--- config.mk ---
export PLATFORM = sky130hd
export DESIGN_NAME = shift_right_iter
export DESIGN_NICKNAME = d
export VERILOG_FILES = /design/src/rtl/shift_right_iter.sv
export SDC_FILE = /design/constraint.sdc
export NUM_CORES = 1
export LEC_CHECK = 0
export BUFFER_PORTS_ARGS = -buffer_cell sky130_fd_sc_hd__buf_2
export CAP_MARGIN = 25
export CORE_MARGIN = 2
export CORE_UTILIZATION = 50
export CTS_CLUSTER_DIAMETER = 30
export DETAILED_ROUTE_END_ITERATION = 10
export PLACE_DENSITY = 0.73
export SLEW_MARGIN = 5
export SYNTH_ARGS = -nofsm -noshare
export SYNTH_HDL_FRONTEND = slang
export SYNTH_SLANG_ARGS = --single-unit
--- constraint.sdc ---
create_clock -name clk -period 6.6 [get_ports clk]
set_clock_uncertainty 0.05 [all_clocks]
set_input_delay 0.33 -clock clk [delete_from_list [all_inputs] [get_ports clk]]
set_output_delay 0.33 -clock clk [all_outputs]
set_load 0.005 [all_outputs]
--- src/rtl/shift_right_iter.sv ---
// Iterative 32-bit right shifter: one log-stage per cycle, fixed 5-cycle latency.
// Optional rotate mode enabled by defining SHIFT_RIGHT_ROTATE_EN.
module shift_right_iter #(
   parameter int N = 32
) (
   input  logic         clk,
   input  logic         rst_n,
   input  logic         in_valid,
   output logic         in_ready,
   input  logic [N-1:0] in_data,
   input  logic [4:0]   in_shift,
   input  logic [1:0]   in_op,
   output logic         out_valid,
   input  logic         out_ready,
   output logic [N-1:0] out_data
);

   typedef enum logic [1:0] {
      S_IDLE  = 2'd0,
      S_SHIFT = 2'd1,
      S_DONE  = 2'd2
   } state_t;

   state_t       r_state;
   state_t       w_next;
   logic [N-1:0] r_data;
   logic [4:0]   r_shift;
   logic [2:0]   r_k;
   logic         r_sign;
   logic [5:0]   w_amt;
   logic [N-1:0] w_lsr;
   logic [N-1:0] w_hi;
   logic [N-1:0] w_stage;
   logic         w_accept;
`ifdef SHIFT_RIGHT_ROTATE_EN
   logic         r_rot;
   logic [N-1:0] w_wrap;
`endif

   assign w_accept = (r_state == S_IDLE) && in_valid;
   assign w_amt    = 6'd1 << r_k;
   assign w_lsr    = r_data >> w_amt;
   assign w_hi     = ~({N{1'b1}} >> w_amt);
   assign out_data = r_data;

`ifdef SHIFT_RIGHT_ROTATE_EN
   assign w_wrap = r_data << (6'd32 - w_amt);
`endif

   // Stage result: sign fill is zero unless the op was arithmetic.
   always_comb begin
      w_stage = w_lsr | (w_hi & {N{r_sign}});
`ifdef SHIFT_RIGHT_ROTATE_EN
      if (r_rot) w_stage = w_lsr | w_wrap;
`endif
   end

   // State register.
   always_ff @(posedge clk or negedge rst_n) begin
      if (!rst_n) r_state <= S_IDLE;
      else        r_state <= w_next;
   end

   // Next-state logic: five SHIFT cycles regardless of shift amount.
   always_comb begin
      w_next = r_state;
      unique case (r_state)
         S_IDLE:  if (in_valid)      w_next = S_SHIFT;
         S_SHIFT: if (r_k == 3'd4)   w_next = S_DONE;
         S_DONE:  if (out_ready)     w_next = S_IDLE;
         default:                    w_next = S_IDLE;
      endcase
   end

   // Handshake outputs decoded from state.
   always_comb begin
      in_ready  = 1'b0;
      out_valid = 1'b0;
      if (r_state == S_IDLE) in_ready  = 1'b1;
      if (r_state == S_DONE) out_valid = 1'b1;
   end

   // Datapath: latch operands on accept, apply stage k each SHIFT cycle.
   always_ff @(posedge clk or negedge rst_n) begin
      if (!rst_n) begin
         r_data  <= '0;
         r_shift <= '0;
         r_k     <= '0;
         r_sign  <= 1'b0;
`ifdef SHIFT_RIGHT_ROTATE_EN
         r_rot   <= 1'b0;
`endif
      end else if (w_accept) begin
         r_data  <= in_data;
         r_shift <= in_shift;
         r_k     <= '0;
         r_sign  <= (in_op == 2'b01) & in_data[N-1];
`ifdef SHIFT_RIGHT_ROTATE_EN
         r_rot   <= (in_op == 2'b10);
`endif
      end else if (r_state == S_SHIFT) begin
         if (r_shift[r_k]) r_data <= w_stage;
         r_k <= r_k + 3'd1;
      end
   end

endmodule
* Word level (Yosys, flattened, before mapping)
Cells that the tools add are included.
** Word-level totals
- Latch bits :: 0
- Memories kept :: 0
- Bits in writable memories :: 0
- Bits in registers :: 43
- Input bits :: 43
- ROM bits :: 0
- Word-level logic and storage cells :: 40
** Operators by class
- $lt $le $gt $ge :: 1
- Mux-type cells :: 13
- Shift operators :: 3
- Equality and inequality tests :: 7
- Divide/modulo/power cells :: 0
- Bitwise gates (word level) :: 4
- Reduce and logical (&&, ||, !) cells :: 6
- Multiply operators :: 0
- Add/sub/neg operators :: 1
** Operators with widths (count)
- $mux W32 :: 3
- $and A32 B32 Y32 :: 1
- $not A32 Y32 :: 1
- $or A32 B32 Y32 :: 1
- $shr A32 B6 Y32 :: 1
- $shr A32 B6 Y32 const A :: 1
- $mux W2 :: 3
- $mux W3 :: 2
- $ne A2 B2 Y1 const B :: 3
- $pmux W2 S3 :: 1
- $shl A1 B3 Y6 const A :: 1
- $eq A2 B1 Y1 const B :: 2
- $lt A3 B4 Y1 const B :: 1
- $reduce_bool A2 Y1 :: 2
- $add A3 B1 Y3 const B :: 1
- $bmux W1 S3 :: 1
- $eq A3 B3 Y1 const B :: 1
- $mux W1 :: 3
- $reduce_and A3 Y1 :: 1
- $eq A2 B2 Y1 const B :: 1
- $logic_not A2 Y1 :: 1
- $reduce_and A2 Y1 :: 1
- $and A1 B1 Y1 :: 1
- $logic_and A1 B1 Y1 :: 1

* Logic depth before layout (Yosys ltp)
Gate-level depths: netlist of the first run.
- Depth in word-level cells :: 8
- Mapped depth :: 11
- Depth with buffers taken out :: 8

* Worst setup path after synthesis of the first run
OpenSTA, ideal clock, no wires.
- Path kind :: register to register
- From :: register r_k[0]
- To :: register r_data[26], in the netlist out_data[26]
- Stages on the path, launching flop included :: 10
- Data required time :: 6415 ps
- Arrival time :: 2173 ps
- Setup time :: 135 ps
- Buffers on the path :: 2
- Clock period less this slack :: 2358 ps
- Slack :: 4242 ps
- Cells stage by stage :: dfrtp_1 -> inv_1 -> ha_1 -> nor2b_1 -> buf_4 -> buf_2 -> a22o_1 -> a221o_1 -> a221oi_1 -> o31ai_1
** On the way
- Longest elaborated chain between the ends :: 8
** Ends and longest elaborated chain
- from (decl) :: line 28 : logic [2:0] r_k;
- from (signal assigned) :: line 103 : r_k <= r_k + 3'd1;
- $shl A1 B3 Y6 :: line 41 : assign w_amt = 6'd1 << r_k;
- $shr A32 B6 Y32 :: line 43 : assign w_hi = ~({N{1'b1}} >> w_amt);
- $not A32 Y32 :: line 43
- $and A32 B32 Y32 :: line 52 : w_stage = w_lsr | (w_hi & {N{r_sign}});
- $or A32 B32 Y32 :: line 52
- $mux W32 :: line 102 : if (r_shift[r_k]) r_data <= w_stage;
- $mux W32 :: line 101 : end else if (r_state == S_SHIFT) begin
- $mux W32 :: line 93 : end else if (w_accept) begin
- to (signal assigned) :: line 94 : r_data <= in_data;
- to (signal assigned) :: line 102
- to (decl) :: line 26 : logic [N-1:0] r_data;
Several ways; a longest one is shown, not always the timed one. The select of a mux whose other input is x is not followed.
A chain may end at the register's enable or synchronous reset.

* Worst setup path after layout of the first run
- From :: register r_k[0]
- To :: register r_data[1], in the netlist out_data[1]
Same word-level chain as after synthesis.

==> metrics.yaml, run 1 <==
synth:
  synth_fp_nets: 587
  seq_area_frac_synth_pct: 24.72
  yosys_warnings: 0
  synth_seq_cells: 43
  netlist_area_um2: 4353
  yosys-top-cells-area: "dfrtp_1, mux2i_1, nand2_1"
  yosysTopAreaCellShare_pct: 24.72
  synthesis.instances: 539
  avgSynthCellArea_um2: 8.076
  yosysUniqueCellTypes: 69
  synthArstFlopShare_pct: 100.0
  synth_ff_type: "dfrtp_1"
  synth_edf_count: 0
  synth_top_area_cell: "dfrtp_1"
power:
  irDropWorstVdd_mv: 0.3691
  cellPowerDensity_nw_per_um2: 693.4
  p_leak_nw: 2.073
  clkPwrFrac_pct: 6.7
  swShare_pct: 56.27
  p_comb_share_pct: 72.9
  p_int_mw: 1.472
  p_seq_share_pct: 20.4
  p_sw_mw: 1.894
  total_power_mw: 3.366
cts:
  cts_tree: "built"
  clock-sinks: 43
  clk_latency_ps: 310
  ctsHoldBuffers: 0
  cts_setup_buffers: 0
  cts_buffer_depth: 2
  cts_buffers: 5
  cts_resized: 0
  cts.clk_slew.worst_paths_ps: 90
  root_buffer: "clkbuf_8"
  cts_max_level: 2
sta:
  drv_slew: 0
  tightest_slew_ps: 1065
  fmax_ghz: 0.2760
  period_minus_slack_ps: 3623
  hold_viol: 0
  fin_tns_setup_ps: 0
  fin_crit_sh_pct: 54.90
  setup_violations: 0
  slew_headroom_pct: 28.68
  rsz0062_at_grt: "no"
layout:
  n_antenna_cell: 0
  seq_area_um2: 1076
  syn_to_final_growth_pct: 11.53
  nFillCells: 805
  drive_above_1_share_pct: 20.64
  multiInputGateArea_um2: 2980
  nets: 638
flow_run:
  max_cap_violations: 0
placement:
  hpwl_um: 11930
  gp_congestion: 1.064
  io_buffers: 76
worst_setup_path:
  crit_required_ps: 6720
  worst_r2r_endpoint: "out_data[1]"
  crit_arrival_ps: 3740
  r2r_setup_slack_ps: 2980
  path_cells: "inv_1 -> ha_2 -> buf_4 -> nand2b_1 -> mux2_2 -> mux2i_1 -> mux2i_1 -> a2111oi_0 -> a211oi_1"
  path_buf_inv: 2
  worstRegToRegCells: 9
  worstSetupPathType: "reg2reg"
  endpoint_kind: "flip-flop"
  cpMostUsedCell: "mux2i_1"
  cp-start-kind: "flip-flop"
  cp_top_family: "multiplexers"
  worstReg2RegStart: "r_k[0]"
  slowest_delay_ps: 730
  cp_max_fo: 50
  crit_slowest_cell: "nand2b_1"
floorplanning:
  core_um2: 8593
  die_w_um: 97.31
  io_pins: 77
  die_area_um2: 9468
  fp.dieH_um: 97.31
  start_util_pct: 50.66
  row_count: 34
detailed_routing:
  ant_nets: 0
  drt_iter0_drc: 652
  wl_um: 16880
  via_count: 5016
  post_drt_wl_per_cell_um: 24.15
  drtPass1Iterations: 6
  viasPerCell: 7.176
  drc: 0
global_routing:
  gr-usage-all-layers_pct: 34.86
  grt_overflow: 0
  grt_pass1_vias: 4506
  grt_max_degree: 51
  grt_pass1_wl_um: 26270
  antenna_found_initial: 0
min_path:
  worstHoldPathType: "in2reg"
  hp-start: "in_op[1]"
  hold_depth: 2
  min_to: "r_sign"
run_status:
  outcome: "complete, no violations"
==> flip-flops by register name (all words and copies together) (netlist names) <==
name      cells
r_state       2
r_k           3
r_shift       5
r_sign        1
out_data     32
==> synth_stat cells, drive strengths merged (4+ instances only) <==
| master | count |
|---|---|
| nand2 | 72 |
| mux2i | 45 |
| dfrtp | 43 |
| nor2 | 41 |
| o21ai | 40 |
| buf | 28 |
| a21oi | 25 |
| o22ai | 19 |
| clkbuf | 17 |
| a221oi | 15 |
| nor3 | 15 |
| a31oi | 14 |
| inv | 13 |
| o211ai | 11 |
| a22o | 9 |
| nand3 | 9 |
| a211oi | 8 |
| mux4 | 8 |
| nor2b | 8 |
| or3 | 7 |
| mux2 | 6 |
| nor3b | 6 |
| o31ai | 6 |
| a22oi | 5 |
| ha | 5 |
| o221ai | 5 |
| a311oi | 4 |
| nand2b | 4 |
| nor4 | 4 |
==> cell usage in the layout, fill, tap and decap left out, types with 7 or more instances in the layout <==
cell	synthesis	routed
buf_2	14	76
a21oi_1	24	24
dfrtp_1	43	43
a22o_1	9	9
nor2_1	40	40
nand3_1	9	9
nor3_1	14	14
nand2_1	71	71
o21ai_0	39	39
or3_1	7	7
mux2i_1	45	45
a211oi_1	8	8
inv_1	12	12
o211ai_1	11	11
mux4_2	8	8
a31oi_1	14	14
o22ai_1	19	19
buf_4	6	11
nor2b_1	8	8
a221oi_1	15	15
==> how the worst max path moves through the flow <==
stage,depth (start not counted),slack [ps],from,endpoint
2_1_floorplan,9,4240,r_k[0],out_data[26]
3_3_place_gp,9,3230,r_k[0],out_data[1]
3_5_place_dp,9,3080,r_k[0],out_data[1]
4_1_cts,9,3060,r_k[0],out_data[1]
5_1_grt,9,2800,r_k[0],out_data[1]
6_report,9,2980,r_k[0],out_data[1]
==> kinds of logic (layout without fill, tap and decap cells) <==
family / count (synthesis) / in the layout / share of synthesized area (%)
compound gates: 194 / 194 / 31.16
simple gates: 180 / 180 / 19.78
mux: 59 / 59 / 16.04
buf+inv: 58 / 110 / 6.869
flops: 43 / 43 / 24.72
fa+ha+maj: 5 / 5 / 1.437
==> worst reg2reg max path, delay by kind of cell, from the launching register on <==
kind                     cells  cell delay (ps)
multiplexers                 3              850
AO/OA/AOI/OAI                2              570
flip-flops                   1              470
buffers and inverters        2              640
adder cells (fa/ha/maj)      1              160
AND/OR/NAND/NOR              1              760
==> power by group through the flow <==
stage / sequential (mW) / combinational (mW) / clock [mW]
finish: 0.688 / 2.45 / 0.225
floorplan: 0.561 / 1.76 / 0
global route: 0.697 / 2.61 / 0.240
CTS: 0.663 / 2.36 / 0.229
global placement: 0.669 / 2.35 / 0
detailed placement: 0.669 / 2.35 / 0
==> through the flow <==
step,instances,area [um2],setup slack (ps),hold WS (ps),util [%]
2_1_floorplan,539,4353,4242,-15.59,-
3_3_place_gp,688,4696,3233,417.5,54.64
3_5_place_dp,688,4696,3080,419.6,54.64
4_1_cts,696,4817,3057,134.1,56.06
5_1_grt,699,4855,2802,155.8,56.49
6_report,699,4855,2977,134.8,56.49
==> area by class of cell <==
| type | instances | share of cell area (%) |
|---|---|---|
| flip-flops and latches | 43 | 22.16 |
| inverters | 13 | 1.005 |
| multi-input cells | 438 | 61.39 |
| well taps | 108 | 2.784 |
| clock buffers | 6 | 1.701 |
| repair buffers | 89 | 10.15 |
| clock inverters | 2 | 0.7990 |
==> routing by layer <==
metal	global-route usage, %	wire, um	vias to the layer above	part of all wire [%]
met3	7.842	2431	59	14
li1	-	-	2173	-
met1	51.96	6764	2346	40
met2	49.84	7080	438	42
met5	0	0	-	0
met4	11.75	602	0	3.6
No activity file was read; power rests on OpenSTA's default activity.
==> run 2: changes to the inputs <==
Settings changed: ABC_AREA set to 1.
Clock period 6.6 ns to 3.5 ns, I/O delays scaled along.
==> run 2 against run 1 <==
Against the previous run:
- routed wire length fell by 10%
- highest routed layer unchanged
- largest cell class unchanged
- clock-buffer cell count did not move
- critical endpoint is now out_data[15]
- first-iteration DRC count rose by 3.7%
==> metrics.yaml, run 2 <==
run_status:
  outcome: "complete, no violations"
global_routing:
  grt_max_degree: 44
  grt_overflow: 0
  grt_pass1_wl_um: 23980
  grt_pass1_vias: 4650
  gr-usage-all-layers_pct: 35.16
  antenna_found_initial: 0
synth:
  yosysUniqueCellTypes: 30
  synthArstFlopShare_pct: 100.0
  yosys_warnings: 0
  synthesis.instances: 695
  avgSynthCellArea_um2: 5.775
  synth_ff_type: "dfrtp_1"
  yosysTopAreaCellShare_pct: 26.81
  synth_top_area_cell: "dfrtp_1"
  netlist_area_um2: 4014
  synth_seq_cells: 43
  synthTopCellsByCount: "nand2_1, nand3_1, nor2_1"
  seq_area_frac_synth_pct: 26.81
  synth_fp_nets: 743
  yosys-top-cells-area: "dfrtp_1, nand2_1, nand3_1"
  synth_edf_count: 0
  yosysMostFrequentCell: "nand2_1"
worst_setup_path:
  cp_max_fo: 17
  crit_required_ps: 3650
  endpoint_kind: "flip-flop"
  crit_arrival_ps: 3100
  worstRegToRegCells: 8
  r2r_setup_slack_ps: 550
  cp-start-kind: "flip-flop"
  worstSetupPathType: "reg2reg"
detailed_routing:
  via_count: 5163
  routed.top_layer: "met4"
  drc: 0
  wl_met3_um: 1674
  viasPerCell: 6.039
  wl_um: 15170
  ant_nets: 0
  drtPass1Iterations: 5
  post_drt_wl_per_cell_um: 17.74
  drt_iter0_drc: 676
  met2_length_um: 6662
  drt-met1-wl_um: 6452
min_path:
  worstHoldPathType: "in2reg"
  hold_depth: 2
layout:
  seq_area_um2: 1076
  nets: 800
  final_cell_mix: "nand2_1, nand3_1, buf_2"
  largest_reg_flops: 32
  n_antenna_cell: 0
  drive_above_1_share_pct: 13.81
  instances_no_fill: 855
  mostFrequentLayoutCell: "nand2_1"
  syn_to_final_growth_pct: 12.62
  multiInputGateArea_um2: 2552
  nFillCells: 827
sta:
  slew_headroom_pct: 45.04
  setup_violations: 0
  fmax_ghz: 0.3392
  hold_viol: 0
  period_minus_slack_ps: 2948
  setup_ws_ps: 551.9
  drv_slew: 0
  fin_crit_sh_pct: 84.23
  tightest_slew_ps: 820.6
  rsz0062_at_grt: "no"
  fin_tns_setup_ps: 0
cts:
  clock-sinks: 43
  cts_resized: 0
  root_buffer: "clkbuf_8"
  cts.clk_slew.worst_paths_ps: 90
  cts_max_level: 2
  cts_buffers: 5
  cts_tree: "built"
  clk_latency_ps: 310
  cts_buffer_depth: 2
placement:
  place_ws_ps: 682.3
  hpwl_um: 11000
  io_buffers: 76
  gp_congestion: 1.030
  dp.cells: 844
flow_run:
  max_cap_violations: 0
floorplanning:
  core_um2: 7767
  fp.dieH_um: 93.60
  row_count: 32
  start_util_pct: 51.68
  io_pins: 77
  die_w_um: 93.60
  die_area_um2: 8760
-- run 2: cell types whose count changed in the layout (fill, tap and decap cells not counted), moves of 8 or more --
cell	before	now
nand3_1	9	173
nor2_1	40	62
nand2_1	71	236
a21oi_1	24	16
nor2b_1	8	0
mux4_2	8	0
nor3_1	14	1
a211oi_1	8	0
mux2i_1	45	0
a221oi_1	15	0
o22ai_1	19	5
inv_1	12	44
a22o_1	9	0
o211ai_1	11	3
-- run 2: kinds of logic after synthesis --
group	share of synthesized area, %
fa+ha+maj	1.559
flops	26.81
buf+inv	9.601
compound gates	10.82
simple gates	51.22
-- run 2: layout make-up --
cell class,instances,share of cell area [%]
Clock inverter,2,0.2768
Tap cell,102,2.823
Timing Repair Buffer,89,10.96
Clock buffer,6,1.605
Multi-Input combinational cell,564,56.46
Inverter,49,4.069
Sequential cell,43,23.80
-- run 2: timing repair --
item                      4_1_cts  5_1_grt
setup buffers                   0        0
hold endpoints to repair        1       18
hold buffers                    1        1
-- run 2: critical path, stage by stage (launching register included) --
cell     delay (ps)
dfrtp_1         510
inv_2           220
ha_1            460
nor2_1          330
inv_1           190
a31oi_1         630
nand2_1         280
nand2_1         130
nand2_1          50
-- run 2: final timing paths --
path                             from      endpoint
max                            r_k[2]  out_data[15]
min                         out_ready    r_state[1]
max reg2reg                    r_k[2]  out_data[15]
min reg2reg                r_shift[1]    r_shift[1]
max in group asynchronous       rst_n   out_data[6]
min in group asynchronous       rst_n  out_data[30]
-- run 2: layer usage --
metal	vias to the layer above	global-route usage, %
li1	2405	-
met3	41	6.446
met1	2350	50.55
met2	367	54.02
met4	0	9.903
met5	-	0
-- run 2: stage by stage --
step / instance area (um2) / hold WS (ps) / utilization [%]
2_1_floorplan: 4014 / -170.6 / -
3_3_place_gp: 4395 / 305.3 / 56.59
3_5_place_dp: 4395 / 319.7 / 56.59
4_1_cts: 4491 / 3.514 / 57.81
5_1_grt: 4521 / 9.743 / 58.20
6_report: 4521 / 4.775 / 58.20
Power of run 2 is left out: the tool's default activity adds up to more than one toggle a clock period on the data nets, which glitch-free logic cannot reach.
